### src/rtl/logger_pkg.sv
// Shared definitions for the logger datapath: sequencer FSM encoding and
// limits on the serial-clock divider.
package logger_pkg;

   typedef enum logic [2:0] {
      IDLE    = 3'd0,
      ARMED   = 3'd1,
      SHIFT   = 3'd2,
      CAPTURE = 3'd3,
      DONE    = 3'd4
   } state_t;

   localparam int DEFAULT_DATA_W = 16;
   localparam int SCLK_DIV_MIN   = 4;
   localparam int SCLK_DIV_MAX   = 255;

endpackage

### src/rtl/sync_edge_det.sv
// Two-flop synchroniser for one edge-detected line plus PASS_W plain lines;
// rise is a registered one-clk pulse on a synchronised 0->1 of edge_in.
module sync_edge_det #(
   parameter int PASS_W = 1
) (
   input  logic              clk,
   input  logic              res,
   input  logic              edge_in,
   input  logic [PASS_W-1:0] pass_in,
   output logic              rise,
   output logic [PASS_W-1:0] pass_sync
);

   logic [PASS_W:0] meta_reg;
   logic [PASS_W:0] sync_reg;
   logic            rise_reg;

   always_ff @(posedge clk) begin
      if (res) begin
         meta_reg <= '0;
         sync_reg <= '0;
         rise_reg <= 1'b0;
      end else begin
         meta_reg <= {pass_in, edge_in};
         sync_reg <= meta_reg;
         // Pulse lands on the same clk the synchronised level turns high
         rise_reg <= meta_reg[0] & ~sync_reg[0];
      end
   end

   assign rise      = rise_reg;
   assign pass_sync = sync_reg[PASS_W:1];

endmodule

### src/rtl/adc_read_sequencer.sv
// Reads one serial ADC word per nDRDY rising edge and hands it downstream
// over a valid/ready handshake; flags completion after NUM_SAMPLES words.
module adc_read_sequencer
   import logger_pkg::*;
#(
   parameter int DATA_W      = DEFAULT_DATA_W,
   parameter int SCLK_DIV    = 4,
   parameter int NUM_SAMPLES = 1024,
   parameter int CNT_W       = 16
) (
   input  logic              clk,
   input  logic              res,
   input  logic              start_pulse,
   input  logic              nDRDY,
   input  logic              SDIN1,
   output logic              SCLK1,
   output logic [DATA_W-1:0] sample_data,
   output logic              sample_valid,
   input  logic              sample_ready,
   output logic              busy,
   output logic              data_done,
   output logic              overrun,
   output logic [CNT_W-1:0]  sample_cnt
);

   localparam int DIV = (SCLK_DIV < SCLK_DIV_MIN) ? SCLK_DIV_MIN :
                        (SCLK_DIV > SCLK_DIV_MAX) ? SCLK_DIV_MAX : SCLK_DIV;
   localparam int BIT_W = $clog2(DATA_W);
   localparam logic [7:0]       DIV_LAST = 8'(DIV - 1);
   localparam logic [BIT_W-1:0] BIT_TOP  = BIT_W'(DATA_W - 1);
   localparam logic [CNT_W-1:0] NUM_C    = CNT_W'(NUM_SAMPLES);

   state_t             state_reg;
   logic               sclk_reg;
   logic [7:0]         div_reg;
   logic [BIT_W-1:0]   bit_reg;
   logic [DATA_W-1:0]  shreg;
   logic [DATA_W-1:0]  data_reg;
   logic               valid_reg;
   logic               overrun_reg;
   logic [CNT_W-1:0]   cnt_reg;

   logic               drdy_edge;
   logic               sdin_sync;
   logic               load;
   logic [CNT_W-1:0]   cnt_next;

   sync_edge_det #(
      .PASS_W (1)
   ) u_sync (
      .clk       (clk),
      .res       (res),
      .edge_in   (nDRDY),
      .pass_in   (SDIN1),
      .rise      (drdy_edge),
      .pass_sync (sdin_sync)
   );

   // A word is accepted when the output register is empty or being drained this clk
   assign load     = !valid_reg || sample_ready;
   assign cnt_next = (load && cnt_reg != NUM_C) ? cnt_reg + CNT_W'(1) : cnt_reg;

   always_ff @(posedge clk) begin
      if (res) begin
         state_reg   <= IDLE;
         sclk_reg    <= 1'b0;
         div_reg     <= '0;
         bit_reg     <= '0;
         shreg       <= '0;
         data_reg    <= '0;
         valid_reg   <= 1'b0;
         overrun_reg <= 1'b0;
         cnt_reg     <= '0;
      end else begin
         if (valid_reg && sample_ready)
            valid_reg <= 1'b0;

         case (state_reg)
            IDLE, DONE: begin
               if (start_pulse) begin
                  state_reg   <= ARMED;
                  cnt_reg     <= '0;
                  overrun_reg <= 1'b0;
               end
            end
            ARMED: begin
               if (drdy_edge) begin
                  state_reg <= SHIFT;
                  bit_reg   <= BIT_TOP;
                  div_reg   <= '0;
                  sclk_reg  <= 1'b1;
               end
            end
            SHIFT: begin
               if (drdy_edge)
                  overrun_reg <= 1'b1;
               if (div_reg == DIV_LAST) begin
                  div_reg <= '0;
                  if (sclk_reg) begin
                     shreg    <= {shreg[DATA_W-2:0], sdin_sync};
                     sclk_reg <= 1'b0;
                  end else if (bit_reg == '0) begin
                     state_reg <= CAPTURE;
                  end else begin
                     bit_reg  <= bit_reg - BIT_W'(1);
                     sclk_reg <= 1'b1;
                  end
               end else begin
                  div_reg <= div_reg + 8'd1;
               end
            end
            CAPTURE: begin
               if (drdy_edge)
                  overrun_reg <= 1'b1;
               if (load) begin
                  data_reg  <= shreg;
                  valid_reg <= 1'b1;
               end else begin
                  overrun_reg <= 1'b1;
               end
               cnt_reg   <= cnt_next;
               state_reg <= (cnt_next == NUM_C) ? DONE : ARMED;
            end
            default: state_reg <= IDLE;
         endcase
      end
   end

   assign SCLK1        = sclk_reg;
   assign sample_data  = data_reg;
   assign sample_valid = valid_reg;
   assign overrun      = overrun_reg;
   assign sample_cnt   = cnt_reg;
   assign busy         = (state_reg == ARMED) || (state_reg == SHIFT) || (state_reg == CAPTURE);
   assign data_done    = (state_reg == DONE);

endmodule
### config.mk
export PLATFORM = sky130hd
export DESIGN_NAME = adc_read_sequencer
export DESIGN_NICKNAME = d
export VERILOG_FILES = /design/src/rtl/logger_pkg.sv /design/src/rtl/sync_edge_det.sv /design/src/rtl/adc_read_sequencer.sv
export SDC_FILE = /design/constraint.sdc
export NUM_CORES = 1
export LEC_CHECK = 0
export BUFFER_PORTS_ARGS = -buffer_cell sky130_fd_sc_hd__buf_2
export CORE_ASPECT_RATIO = 1.25
export CORE_MARGIN = 8
export CORE_UTILIZATION = 50
export CTS_BUF_LIST = sky130_fd_sc_hd__clkbuf_4
export DETAILED_ROUTE_END_ITERATION = 8
export GPL_ROUTABILITY_DRIVEN = 0
export GPL_TIMING_DRIVEN = 0
export PLACE_DENSITY = 0.72
export SLEW_MARGIN = 10
export SYNTH_ARGS = -nofsm -noshare
export SYNTH_HDL_FRONTEND = slang
export SYNTH_SLANG_ARGS = --single-unit
### constraint.sdc
create_clock -name clk -period 2.8 [get_ports clk]
set_input_delay 0.56 -clock clk [delete_from_list [all_inputs] [get_ports clk]]
set_output_delay 0.56 -clock clk [all_outputs]
set_load 0.005 [all_outputs]
==> flow_summary.yaml <==
worst_setup_path:
  critPathMostFrequentCell: "nand4_1"
  endpoint_kind: "flip-flop"
  worst-path-stages: 9
  cpLargestDelayFamily: "simple AND/OR/NAND/NOR gates"
  cp.arrival_ns: 2.96
  path_class: "reg -> reg"
  critical_path_peak_fanout: 6
  worstReg2RegStart: "sample_cnt[0]"
  path_cells: "inv_1 > ha_1 > nor4b_1 > nand4_1 > nand2_1 > or4_4 > a2111oi_4 > nand4_1 > a211o_1"
  critical_path_required_ns: 3.11
  cp_slowest_cell: "or4_4"
  path_buf_inv: 1
  slowest_delay_ns: 0.52
  critPathLaunchType: "flip-flop"
  crit_start: "sample_cnt[0]"
  reg2reg_depth: 9
logic_synthesis:
  synth_edf_count: 0
  yosysWarningCount: 0
  synth_xor_area_share_pct: 1.80
  ys_types: 55
  synth_area_um2: 3400
  synthMuxAreaShare_pct: 5.63
  synth_seq_cells: 71
  synthCells: 409
  synth_top_area_share_pct: 41.8
  synth-simple-area-share_pct: 27.8
  synth_flop_cell: "dfxtp_1"
  synth.net_count: 419
  synth_area_per_cell_um2: 8.31
  ys_seq_area_share_pct: 41.8
  synth_area_leaders: "dfxtp_1 42%, nand2_1 7.1%, nor2_1 6.8%"
  synth.largest_area_cell: "dfxtp_1"
  synth_fa_ha_area_share_pct: 1.47
  synth_compound_area_share_pct: 16.3
  synth_top_family_by_area: "simple AND/OR/NAND/NOR gates"
  ys_async_sr_fraction_pct: 0
finish:
  finalNetCount: 471
  final_cell_mix: "71 x dfxtp_1, 64 x nand2_1, 62 x nor2_1, 43 x buf_2, 35 x a21oi_1"
  drive_gt1_share_pct: 18.0
  diodes: 0
  design_area_um2: 3930
  area_delta_synth_final_pct: 15.5
  layout.cells.most_common: "dfxtp_1"
drt:
  first_pass_iters: 5
  drtIter0Drc: 86
  ant_nets: 0
  drc: 0
  via_per_inst: 5.50
  wl_per_cell_um: 14.2
  via_count: 3043
  wl_mm: 7.85
place:
  post-dp-hpwl_mm: 5.68
  port-buffer-count: 41
  pre_cts_ws_ns: 0.191
  place_area_um2: 3710
grt:
  antenna_found_initial: 0
  grt_overflow_total: 0
  grt_pass1_wl_mm: 13.3
  grt_pass1_vias: 2879
  grt_max_degree: 14
  track_usage_pct: 16.4
clock_tree:
  cts_num_sinks: 71
  htree_levels: 3
  clk_pin_slew_ns: 0.12
  clockBufferDepth: 2
  cts_tree: "built"
  post_cts_buffers: 0
  cts_buffers: 9
  clk_latency_ns: 0.42
  cts_resized: 0
  root_buffer: "clkbuf_4"
  hold_buffers: 0
run:
  max_cap_viol_count: 0
floorplan:
  num_rows: 33
  die_area_um2: 9710
  start_util_pct: 51.8
  core-area_um2: 6570
  io_pins: 43
  die_height_um: 108
  die_width_um: 89.7
timing:
  relSlewSlack_pct: 58.4
  setup_viol: 0
  slew_viol_final: 0
  setup_slack_ns: 0.152
  final.period_utilization_pct: 94.6
  skew_ns: 0.0174
  hold_violations: 0
  worstMarginPinSlew_ns: 0.618
  fmax_ghz: 0.378
  min_period_ns: 2.65
  fin_tns_setup_ns: 0
  rsz0062_at_grt: "false"
power:
  switching_share_pct: 25.3
  p_switching_w: 0.000561
  p_clk_share_pct: 42.3
  p_leak_nw: 1.61
  vdd_drop_max_mv: 0.295
  p_seq_share_pct: 47.0
  p_int_w: 0.00166
  power.density_nw_per_um2: 565
  p_comb_share_pct: 10.7
outcome:
  status: "complete, no violations"
min_path:
  min_from: "nDRDY"
  hold_depth: 2
  min-delay-path-class: "in -> reg"
[area by class of cell]
cell class                      instances  area, um2
Inverter                                5       18.8
Buffer                                 26        156
Fill cell                             600       2640
Tap cell                               87        109
Clock inverter                          7        145
Clock buffer                            9       67.6
Timing Repair Buffer                   41        205
Sequential cell                        71       1420
Multi-Input combinational cell        307       1800
[cells by family after synthesis]
group / after synthesis
muxes: 19
xor gates and xnor gates: 7
and+or+nand+nor: 193
DFF: 71
adders and majority gates: 4
AOI/OAI and AO/OA: 84
buffers and inverters: 31
[worst paths after layout]
path	to	slack, ns
hold / removal	u_sync.meta_reg[0]	0.35
setup reg to reg	state_reg[0]	0.15
setup / recovery	state_reg[0]	0.15
hold reg to reg	u_sync.rise	0.40
[layer usage]
| layer | share of wire, % | GRT usage (%) | vias up |
|---|---|---|---|
| li1 | - | - | 1533 |
| met3 | 5.6 | 4.16 | 14 |
| met1 | 45 | 18.9 | 1424 |
| met2 | 47 | 27.3 | 72 |
| met5 | 0 | 0 | - |
| met4 | 1.9 | 9.58 | 0 |
[cells in the mapped netlist (3+ instances only)]
cell type and instances:
buf_4 3, xnor2_1 4, nor2_1 62, nand3_1 8
and2_1 5, and3_1 3, mux2i_1 18, xor2_1 3
nor2b_1 7, nand2_1 64, a311oi_1 8, clkbuf_1 15
o21ai_0 17, a22oi_1 5, inv_1 5, a211oi_1 3
nor4_1 6, a21oi_1 35, clkbuf_8 3, nor3_1 11
dfxtp_1 71, ha_1 4, nand4_1 6, a31oi_1 5
[power by group through the flow]
stage                     registers [W]  clock network, W  logic (W)
final                           0.00104          0.000938   0.000238
after global routing            0.00104           0.00100   0.000263
after CTS                       0.00104          0.000954   0.000236
after detailed placement        0.00107                 0   0.000234
after global placement          0.00106                 0   0.000231
after floorplan                 0.00106                 0   0.000174
[metrics by stage]
stage,cells,utilization [%],total power (W),hold slack [ns]
final,553,59.8,0.00222,0.350
after global routing,553,59.8,0.00231,0.349
after global placement,537,56.5,0.00130,0.372
after floorplan,409,-,0.00124,0.367
after CTS,553,59.8,0.00223,0.330
after detailed placement,537,56.5,0.00130,0.384
No activity file was read; power rests on OpenSTA's default activity.
